$ cat src/rtl/editor_pkg.sv
// Shared types and constants for the keyboard-driven date/time editor.
package editor_pkg;

    typedef enum logic [2:0] {
        S_IDLE,
        S_DECODE,
        S_WRITE,
        S_ACK_HI,
        S_ACK_LO,
        S_RELEASE
    } state_t;

    // CMD bit positions: {UP,DO,RI,LE,TO,AS}, MSB first
    localparam int unsigned CMD_AS = 0;
    localparam int unsigned CMD_TO = 1;
    localparam int unsigned CMD_LE = 2;
    localparam int unsigned CMD_RI = 3;
    localparam int unsigned CMD_DO = 4;
    localparam int unsigned CMD_UP = 5;

    localparam int unsigned NUM_FIELDS = 6;

    localparam logic [2:0] F_SEC   = 3'd0;
    localparam logic [2:0] F_MIN   = 3'd1;
    localparam logic [2:0] F_HR    = 3'd2;
    localparam logic [2:0] F_DAY   = 3'd3;
    localparam logic [2:0] F_MONTH = 3'd4;
    localparam logic [2:0] F_YEAR  = 3'd5;

    localparam logic [7:0] DEFAULT_ADDR_BASE = 8'h21;

    function automatic logic [7:0] field_min(input logic [2:0] idx);
        case (idx)
            F_DAY, F_MONTH: return 8'h01;
            default:        return 8'h00;
        endcase
    endfunction

    function automatic logic [7:0] field_max(input logic [2:0] idx);
        case (idx)
            F_SEC, F_MIN: return 8'h59;
            F_HR:         return 8'h23;
            F_DAY:        return 8'h31;
            F_MONTH:      return 8'h12;
            default:      return 8'h99;
        endcase
    endfunction

endpackage

$ cat src/rtl/editor_teclado_ctrl_bcd_field_step.sv
// One-step BCD increment/decrement with wrap between a field's min and max.
module bcd_field_step (
    input  logic [7:0] value,
    input  logic [7:0] min,
    input  logic [7:0] max,
    input  logic       dir,
    output logic [7:0] result
);

    always_comb begin
        result = value;
        if (dir) begin
            if (value == max)
                result = min;
            else if (value[3:0] == 4'd9)
                result = {value[7:4] + 4'd1, 4'd0};
            else
                result = {value[7:4], value[3:0] + 4'd1};
        end else begin
            if (value == min)
                result = max;
            else if (value[3:0] == 4'd0)
                result = {value[7:4] - 4'd1, 4'd9};
            else
                result = {value[7:4], value[3:0] - 4'd1};
        end
    end

endmodule

$ cat src/rtl/editor_teclado_ctrl.sv
// Keyboard command sequencer: edits six BCD date/time fields and issues RTC writes.
// Optional write watchdog enabled by defining WATCHDOG_EN.
module editor_teclado_ctrl
    import editor_pkg::*;
#(
    parameter int unsigned TIMEOUT_CYCLES = 1024,
    parameter logic [7:0]  ADDR_BASE      = DEFAULT_ADDR_BASE
) (
    input  logic       Reloj,
    input  logic       RST_n,
    input  logic [5:0] CMD,
    output logic       S_DATA,
    output logic       EDIT_MODE,
    output logic [2:0] CURSOR,
    output logic [7:0] FIELD_VAL,
    output logic       WR_REQ,
    output logic [7:0] WR_ADDR,
    output logic [7:0] WR_DATA,
    input  logic       WR_ACK,
    output logic       WR_ERR,
    output logic       ALARM_STOP
);

    state_t     state, state_nx;
    logic [5:0] cmd_q;
    logic [7:0] fields [NUM_FIELDS];
    logic       edit_q, alarm_q;
    logic [2:0] cursor_q;
    logic [7:0] addr_q, data_q;
    logic [7:0] step_val;
    logic       do_as, do_to, do_step, do_cur, step_up, cur_up;
    logic       wd_expire;

    bcd_field_step u_step (
        .value  (fields[cursor_q]),
        .min    (field_min(cursor_q)),
        .max    (field_max(cursor_q)),
        .dir    (step_up),
        .result (step_val)
    );

    // Only the highest-priority bit of the latched command acts; the rest are dropped
    always_comb begin
        do_as   = 1'b0;
        do_to   = 1'b0;
        do_step = 1'b0;
        do_cur  = 1'b0;
        step_up = 1'b1;
        cur_up  = 1'b1;
        if (cmd_q[CMD_AS])
            do_as = 1'b1;
        else if (cmd_q[CMD_TO])
            do_to = 1'b1;
        else if (cmd_q[CMD_UP])
            do_step = edit_q;
        else if (cmd_q[CMD_DO]) begin
            do_step = edit_q;
            step_up = 1'b0;
        end else if (cmd_q[CMD_RI])
            do_cur = edit_q;
        else if (cmd_q[CMD_LE]) begin
            do_cur = edit_q;
            cur_up = 1'b0;
        end
    end

    always_comb begin
        state_nx = state;
        case (state)
            S_IDLE:    if (CMD != '0) state_nx = S_DECODE;
            S_DECODE:  state_nx = do_step ? S_WRITE : S_ACK_HI;
            S_WRITE:   if (WR_ACK || wd_expire) state_nx = S_ACK_HI;
            S_ACK_HI:  state_nx = S_ACK_LO;
            S_ACK_LO:  state_nx = S_RELEASE;
            S_RELEASE: if (CMD == '0) state_nx = S_IDLE;
            default:   state_nx = S_IDLE;
        endcase
    end

    always_ff @(posedge Reloj or negedge RST_n) begin
        if (!RST_n)
            state <= S_IDLE;
        else
            state <= state_nx;
    end

    always_ff @(posedge Reloj or negedge RST_n) begin
        if (!RST_n) begin
            cmd_q    <= '0;
            edit_q   <= 1'b0;
            cursor_q <= F_SEC;
            alarm_q  <= 1'b0;
            addr_q   <= '0;
            data_q   <= '0;
            for (int unsigned i = 0; i < NUM_FIELDS; i++)
                fields[i] <= field_min(3'(i));
        end else begin
            alarm_q <= 1'b0;
            if (state == S_IDLE && CMD != '0)
                cmd_q <= CMD;
            if (state == S_DECODE) begin
                alarm_q <= do_as;
                if (do_to)
                    edit_q <= ~edit_q;
                if (do_cur) begin
                    if (cur_up)
                        cursor_q <= (cursor_q == F_YEAR) ? F_SEC : cursor_q + 3'd1;
                    else
                        cursor_q <= (cursor_q == F_SEC) ? F_YEAR : cursor_q - 3'd1;
                end
                if (do_step) begin
                    fields[cursor_q] <= step_val;
                    addr_q           <= ADDR_BASE + {5'd0, cursor_q};
                    data_q           <= step_val;
                end
            end
        end
    end

`ifdef WATCHDOG_EN
    logic [31:0] wd_cnt;
    logic        err_q;

    // An ACK arriving on the expiry cycle still counts as a successful write
    assign wd_expire = (state == S_WRITE) && !WR_ACK
                       && (wd_cnt == 32'(TIMEOUT_CYCLES - 1));

    always_ff @(posedge Reloj or negedge RST_n) begin
        if (!RST_n) begin
            wd_cnt <= '0;
            err_q  <= 1'b0;
        end else begin
            err_q  <= wd_expire;
            wd_cnt <= (state == S_WRITE) ? wd_cnt + 32'd1 : '0;
        end
    end

    assign WR_ERR = err_q;
`else
    assign wd_expire = 1'b0;
    assign WR_ERR    = 1'b0;
`endif

    assign S_DATA     = (state == S_ACK_HI);
    assign WR_REQ     = (state == S_WRITE);
    assign WR_ADDR    = addr_q;
    assign WR_DATA    = data_q;
    assign EDIT_MODE  = edit_q;
    assign CURSOR     = cursor_q;
    assign FIELD_VAL  = fields[cursor_q];
    assign ALARM_STOP = alarm_q;

endmodule

$ cat config.mk
export PLATFORM = sky130hd
export DESIGN_NAME = editor_teclado_ctrl
export DESIGN_NICKNAME = d
export VERILOG_FILES = /design/src/rtl/editor_pkg.sv /design/src/rtl/editor_teclado_ctrl_bcd_field_step.sv /design/src/rtl/editor_teclado_ctrl.sv
export SDC_FILE = /design/constraint.sdc
export NUM_CORES = 1
export LEC_CHECK = 0
export ABC_CLOCK_PERIOD_IN_PS = 3300
export CORE_ASPECT_RATIO = 0.8
export CORE_UTILIZATION = 41
export CTS_CLUSTER_SIZE = 16
export DETAILED_ROUTE_END_ITERATION = 8
export PLACE_DENSITY = 0.6
export SETUP_SLACK_MARGIN = 0.15
export SYNTH_ARGS = -nofsm -noshare
export SYNTH_HDL_FRONTEND = slang
export SYNTH_SLANG_ARGS = --single-unit
$ cat constraint.sdc
create_clock -name Reloj -period 3.3 [get_ports Reloj]
set_clock_uncertainty 0.1 [all_clocks]
set_input_delay 0.66 -clock Reloj [delete_from_list [all_inputs] [get_ports Reloj]]
set_output_delay 0.66 -clock Reloj [all_outputs]
set_load 0.02 [all_outputs]
-- Word level (Yosys, flattened, before mapping)
Index checks and enable logic that the tools add are counted.
- bitwise logic cells: 2
- reductions and logical operators: 13
- equal/unequal tests: 16
- order comparisons: 2
- mux-type cells: 45
- add/sub/neg operators: 7
- operators by type and width (cell ; count):
    two-way mux 8 bit ; 8
    bitwise mux 48 bit ; 1
    case mux 8 bit (4 select lines) ; 1
    two-way mux 1 bit ; 26
    binary-select mux 8 bit (select 3 bit) ; 1
    demux 8 bit (select 3 bit) ; 1
    two-way mux 3 bit ; 6
    case mux 3 bit (6 select lines) ; 1
    == test 3 x 2 -> 1 bit, second input constant ; 4
    == test 3 bit, second input constant ; 4
    adder 4 x 1 -> 4 bit, second input constant ; 2
    == test 8 x 1 -> 1 bit ; 1
    == test 8 bit ; 1
    subtractor 4 x 1 -> 4 bit, second input constant ; 2
    adder 6 x 3 -> 7 bit, first input constant ; 1
    == test 3 x 1 -> 1 bit, second input constant ; 2
    logical NOT 3 bit ; 2
    logical NOT 6 bit ; 1
    AND reduction 2 bit ; 3
    nonzero test 6 bit ; 1
    == test 4 bit, second input constant ; 1
    >= comparator 4 bit, second input constant ; 1
    logical NOT 4 bit ; 1
    < comparator 4 x 1 -> 1 bit, second input constant ; 1
    9 further kinds ; 12
- logic and storage cells: 98
- register bits after elaboration: 78
- input bits: 9

-- Logic depth before layout (Yosys ltp)
- word-level depth: 9
- depth in mapped cells: 11
- depth with buffers taken out: 9

-- Cells and area by module
A second synthesis with hierarchy kept.
- cell total of the unflattened synthesis: 385
- area, all modules: 4413.0 um^2
- modules (own cells, without submodules) (module ; times used ; cells each ; area each (um^2)):
    editor_teclado_ctrl ; 1 ; 290 ; 3619.7
    bcd_field_step ; 1 ; 95 ; 793.3

-- Worst setup path after synthesis
OpenSTA, ideal clock, no wires.
- kind: reg-to-reg
- start: reg cursor_q[0], in the netlist CURSOR[0]
- end: reg fields[15] (netlist bit)
- buffers on the path: 2
- path slack: -0.044 ns
- library setup time: 0.135 ns
- data arrival time: 3.109 ns
- clock period less this slack: 3.344 ns
- stages on the path, launching flop included: 12
- data required time: 3.065 ns
- path through: dfrtp_1 buf_6 buf_4 inv_1 ha_1 nand4bb_1 a21oi_1 nor3_1 nor4b_1 nand4_1 a32oi_2 o21ai_0
- cells in the longest elaborated chain, start to end: 9
- elaborated cells on any way between the ends: 30
- those cells by class: 2 x add/sub; 2 x order compare; 7 x eq/ne; 13 x mux; 1 x bitwise; 5 x reduce/logical
- RTL lines (item ; line ; RTL):
    start: declaration ; editor_teclado_ctrl.sv:28 ; logic [2:0] cursor_q;
    start signal: assignment ; editor_teclado_ctrl.sv:107 ; cursor_q <= (cursor_q == F_YEAR) ? F_SEC : cursor_q + 3'd1;
    start signal: assignment ; editor_teclado_ctrl.sv:109 ; cursor_q <= (cursor_q == F_SEC) ? F_YEAR : cursor_q - 3'd1;
    NOT 3 -> 4 bit (not written as such) ; editor_teclado_ctrl.sv:35, editor_teclado_ctrl.sv:112 ;
    binary-select mux 8 bit (select 3 bit) ; editor_teclado_ctrl.sv:35 ; .value (fields[cursor_q]),
    two-way mux 8 bit (not written as such) (2 in series) ; editor_teclado_ctrl.sv:35 ;
    subtractor 4 x 1 -> 4 bit, or another cell as far along ; editor_teclado_ctrl_bcd_field_step.sv:23 ; result = {value[7:4] - 4'd1, 4'd9};
    two-way mux 8 bit (on tied branches) ; editor_teclado_ctrl_bcd_field_step.sv:22, editor_teclado_ctrl_bcd_field_step.sv:15 ;
    two-way mux 8 bit (on tied branches) ; editor_teclado_ctrl_bcd_field_step.sv:20, editor_teclado_ctrl_bcd_field_step.sv:13 ;
    two-way mux 8 bit ; editor_teclado_ctrl_bcd_field_step.sv:12 ; if (dir) begin
    bitwise mux 48 bit (*) ; editor_teclado_ctrl.sv:112 ; fields[cursor_q] <= step_val;
    end signal: indexed assignment ; editor_teclado_ctrl.sv:96 ; fields[i] <= field_min(3'(i));
    end signal: indexed assignment ; editor_teclado_ctrl.sv:112 ;
    end: declaration ; editor_teclado_ctrl.sv:26 ; logic [7:0] fields [NUM_FIELDS];
Mark *: on every way between the ends. The rest lies on a longest branch, timed or not. The select of a mux whose other input is x is not followed.
A chain may end at the register's enable or synchronous reset.

-- Worst setup path in the final report
- start: reg cursor_q[0], in the netlist CURSOR[0]
- end: out FIELD_VAL[3]
- cells in the longest elaborated chain, start to end: 4
- RTL lines (item ; line ; RTL):
    NOT 3 -> 4 bit (not written as such) ; editor_teclado_ctrl.sv:150 ; assign FIELD_VAL = fields[cursor_q];
    binary-select mux 8 bit (select 3 bit) ; editor_teclado_ctrl.sv:150 ;
    two-way mux 8 bit (not written as such) (2 in series) ; editor_teclado_ctrl.sv:150 ;
    end: declaration ; editor_teclado_ctrl.sv:15 ; output logic [7:0] FIELD_VAL,
Every way passes these cells. The select of a mux whose other input is x is not followed.

==> results_tabular.tex <==
\begin{tabular}{lr}
\hline
Metric & Value \\
\hline
\multicolumn{2}{l}{\textbf{Finish}} \\
\quad Layout cells sized above 1 & 0.251 \\
\quad Area growth syn-to-layout & 29.8\% \\
\quad Final \#Nets & 582 \\
\quad Final core area utilization & 0.557 \\
\quad Number of standard cells in the layout, taps in and fillers out & 709 \\
\quad Final non-filler cell area & 5810 um\^{}2 \\
\quad Number of antenna cells inserted & 0 \\
\multicolumn{2}{l}{\textbf{Worst setup path}} \\
\quad Critical path class & reg2out \\
\quad FF-to-FF path depth & 12 \\
\quad Largest fanout of any net on the critical path & 10 \\
\quad CP arrival & 2.36 ns \\
\quad Flop2flop setup slack & 0.18 ns \\
\quad Startpoint of the worst-slack reg-to-reg timing path & CURSOR[0]\$\_DFFE\_PN0P\_ \\
\quad Kind of launch point of the worst setup path & flip-flop \\
\quad WP data required & 2.54 ns \\
\quad Crit path capture type & output pin \\
\quad Capturing point of the worst reg2reg path & WR\_DATA[5]\$\_DFFE\_PN0P\_ \\
\multicolumn{2}{l}{\textbf{Routing}} \\
\quad Number of nets with antenna violations after detailed routing & 0 \\
\quad First drt pass iteration count & 8 \\
\quad Routed WL & 13.3 mm \\
\quad Total via count after detailed routing & 4135 \\
\quad Number of vias per cell after detailed routing & 5.83 \\
\quad Number of remaining DRC errors & 0 \\
\quad Wirelength per Cell & 18.8 um \\
\quad Starting DRC count in detailed routing & 305 \\
\multicolumn{2}{l}{\textbf{Power and ir drop}} \\
\quad Pwr dens & 1040 nW/um\^{}2 \\
\quad Static leakage & 2.51 nW \\
\quad Peak supply drop & 0.000630 V \\
\quad Final Power & 6.04 mW \\
\multicolumn{2}{l}{\textbf{Synthesis}} \\
\quad Most instantiated cells after synthesis & sky130\_fd\_sc\_hd\_\_dfrtp\_1 (73), sky130\_fd\_sc\_hd\_\_nand2\_1 (59), sky130\_fd\_sc\_hd\_\_nor2\_1 (49), sky130\_fd\_sc\_hd\_\_o21ai\_0 (35), sky130\_fd\_sc\_hd\_\_a21oi\_1 (20) \\
\quad Async SR Flop Fraction & 1.00 \\
\quad Area fraction of the dominant cell type after synthesis & 0.408 \\
\quad Mapped Cells & 487 \\
\quad Distinct cells, synth & 71 \\
\quad Count of flip-flops with a built-in enable after synthesis & 0 \\
\quad Number of warnings printed during yosys synthesis & 0 \\
\quad Post-Synthesis Mean Instance Area & 9.20 um\^{}2 \\
\quad Top\_reg\_cell synth & sky130\_fd\_sc\_hd\_\_dfrtp\_1 \\
\quad Seq/Total Area, Yosys & 0.420 \\
\quad Flop and latch count out of synthesis & 75 \\
\quad Cell type contributing the most total cell area after synthesis & sky130\_fd\_sc\_hd\_\_dfrtp\_1 \\
\quad Most frequent cell after synthesis & sky130\_fd\_sc\_hd\_\_dfrtp\_1 \\
\quad Biggest area contributors in the synthesized netlist & sky130\_fd\_sc\_hd\_\_dfrtp\_1 (41\%), sky130\_fd\_sc\_hd\_\_nand2\_1 (4.9\%), sky130\_fd\_sc\_hd\_\_mux2\_2 (4.5\%) \\
\quad Cell area after technology mapping & 4480 um\^{}2 \\
\multicolumn{2}{l}{\textbf{Clocking}} \\
\quad TritonCTS clock tree & built \\
\quad Clock sink count & 75 \\
\quad Root Buffer & sky130\_fd\_sc\_hd\_\_clkbuf\_16 \\
\quad Maximum number of buffers from clock root to sink & 2 \\
\quad Latest clock arrival within the worst-skew pair & 0.34 ns \\
\quad CTS H-tree depth & 3 \\
\quad Reg clk slew, reported paths & 0.06 ns \\
\quad Hold-fix buffers, CTS & 0 \\
\quad Inserted Clock Buffers & 9 \\
\multicolumn{2}{l}{\textbf{Timing}} \\
\quad Part of the cycle the worst path needs & 0.946 \\
\quad Number of setup violations in the final report & 0 \\
\quad Final setup TNS & 0 ns \\
\quad Setup repair after global routing missed its margin & yes \\
\quad Hold Worst Slack & 0.369 ns \\
\quad Final Max Tran Viols & 0 \\
\quad Fmax achieved & 320 MHz \\
\quad Min cycle time layout & 3.12 ns \\
\quad Fin worst setup slack & 0.178 ns \\
\quad Transition at the pin with the smallest max-transition slack & 0.963 ns \\
\quad Relative slew margins & 0.358 \\
\quad Number of failing hold endpoints at the final stage & 0 \\
\multicolumn{2}{l}{\textbf{Global route}} \\
\quad Maximum number of pins on one net before global-route repair & 76 \\
\quad Wire length of the first global-routing pass & 21.4 mm \\
\quad GRT Residual Overflow & 0 \\
\quad Total routing usage reported by global routing & 0.250 \\
\quad Via count of the first global-routing pass & 3965 \\
\quad Antenna violations before repair & 0 \\
\multicolumn{2}{l}{\textbf{Floorplanning}} \\
\quad Number of top-level pins & 41 \\
\quad DIE AREA & 11300 um\^{}2 \\
\quad Vert. Die Dim & 95.5 um \\
\quad Die extent in x & 119 um \\
\quad Core region area & 10400 um\^{}2 \\
\quad Number of rows created at floorplan & 33 \\
\quad Initial standard-cell utilization of the core & 0.429 \\
\multicolumn{2}{l}{\textbf{Placed design}} \\
\quad GPL Wtd Cong & 0.903 \\
\quad Port bufs & 36 \\
\quad \# placed instances & 671 \\
\quad Dpl hpwl & 9.07 mm \\
\quad Worst Setup Slack post-DPL & 0.0305 ns \\
\quad Post-place instance area & 5180 um\^{}2 \\
\multicolumn{2}{l}{\textbf{Run status}} \\
\quad Run status & finished, final reports clean \\
\multicolumn{2}{l}{\textbf{Run}} \\
\quad Max-capacitance violation count & 0 \\
\multicolumn{2}{l}{\textbf{Hold path}} \\
\quad Path category of the worst min-delay check & in2async \\
\hline
\end{tabular}
## worst max-delay path: stages (launching register included)
cell                            delay (ns)
sky130_fd_sc_hd__dfrtp_2              0.44
sky130_fd_sc_hd__buf_12               0.13
sky130_fd_sc_hd__buf_4                0.11
sky130_fd_sc_hd__mux2_2               0.34
sky130_fd_sc_hd__a222oi_1             0.33
sky130_fd_sc_hd__buf_4                0.24
sky130_fd_sc_hd__inv_1                0.09
sky130_fd_sc_hd__dlygate4sd2_1        0.32
## placed cells by master, fill, tap and decap left out, types with 7 or more instances in the layout
cell type                         instances
sky130_fd_sc_hd__dfrtp_1                 70
sky130_fd_sc_hd__nor3_1                  10
sky130_fd_sc_hd__nand2_1                 58
sky130_fd_sc_hd__a21oi_1                 19
sky130_fd_sc_hd__mux2i_1                  9
sky130_fd_sc_hd__inv_1                   14
sky130_fd_sc_hd__nand2b_1                12
sky130_fd_sc_hd__nor2_1                  47
sky130_fd_sc_hd__mux2_2                  18
sky130_fd_sc_hd__clkdlybuf4s50_1         27
sky130_fd_sc_hd__o21ai_0                 30
sky130_fd_sc_hd__o31ai_1                 10
sky130_fd_sc_hd__buf_4                   49
sky130_fd_sc_hd__o21ai_1                  7
sky130_fd_sc_hd__clkbuf_16                9
sky130_fd_sc_hd__a31oi_1                 12
sky130_fd_sc_hd__ha_1                     7
sky130_fd_sc_hd__nand3_1                 16
## cell type report
cell class | instances | area [um^2]
clock buffer | 12 | 256
inverter | 15 | 56.3
sequential | 75 | 1890
multi-input combinational | 372 | 2550
timing repair buffer | 91 | 815
fill | 948 | 4630
tap | 140 | 175
clock inverter | 4 | 72.6
## sequential cells by signal, indices dropped and copies added, names as in the netlist
name	count
fields	48
WR_DATA	8
cmd_q	6
WR_ADDR	5
CURSOR	3
state	3
ALARM_STOP	1
EDIT_MODE	1
## how the worst max path moves through the flow
stage | from | to | cells after the start
2_1_floorplan | CURSOR[2]$_DFFE_PN0P_ | WR_DATA[6]$_DFFE_PN0P_ | 10
3_3_place_gp | CURSOR[1]$_DFFE_PN0P_ | fields[15]$_DFFE_PN0P_ | 9
3_5_place_dp | CURSOR[1]$_DFFE_PN0P_ | fields[23]$_DFFE_PN0P_ | 9
4_1_cts | CURSOR[0]$_DFFE_PN0P_ | fields[23]$_DFFE_PN0P_ | 12
5_1_grt | CURSOR[0]$_DFFE_PN0P_ | WR_DATA[5]$_DFFE_PN0P_ | 12
6_report | CURSOR[0]$_DFFE_PN0P_ | FIELD_VAL[3] | 7
## where the power goes
group	switching (mW)	internal [mW]	leakage, nW
registers	0.187	1.15	0.993
clock network	0.378	0.702	0.159
logic	2.09	1.53	1.36
total	2.65	3.39	2.51
## logic make-up (layout without fill, tap and decap cells)
group	Yosys count	in the layout	synth area share
xor gates and xnor gates	5	5	0.00978
buffers and inverters	43	122	0.0469
and+or+nand+nor	187	187	0.208
adders and majority gates	9	9	0.0251
other	1	4	0.000837
muxes	30	30	0.0771
DFF	75	75	0.420
AOI/OAI and AO/OA	137	137	0.212
## per-layer routing
layer	wire length, um	global-route usage
met1	6240	0.340
met2	6050	0.386
met3	812	0.0616
met4	218	0.0960
met5	0	0
## timing repair
action / in CTS / in global routing
gates cloned: 1 / 0
buffers inserted: 12 / 9
gates resized for setup: 16 / 34
pin swaps: 7 / 15
setup endpoints to repair: 48 / 62
Power figures use the tool's default switching activity.
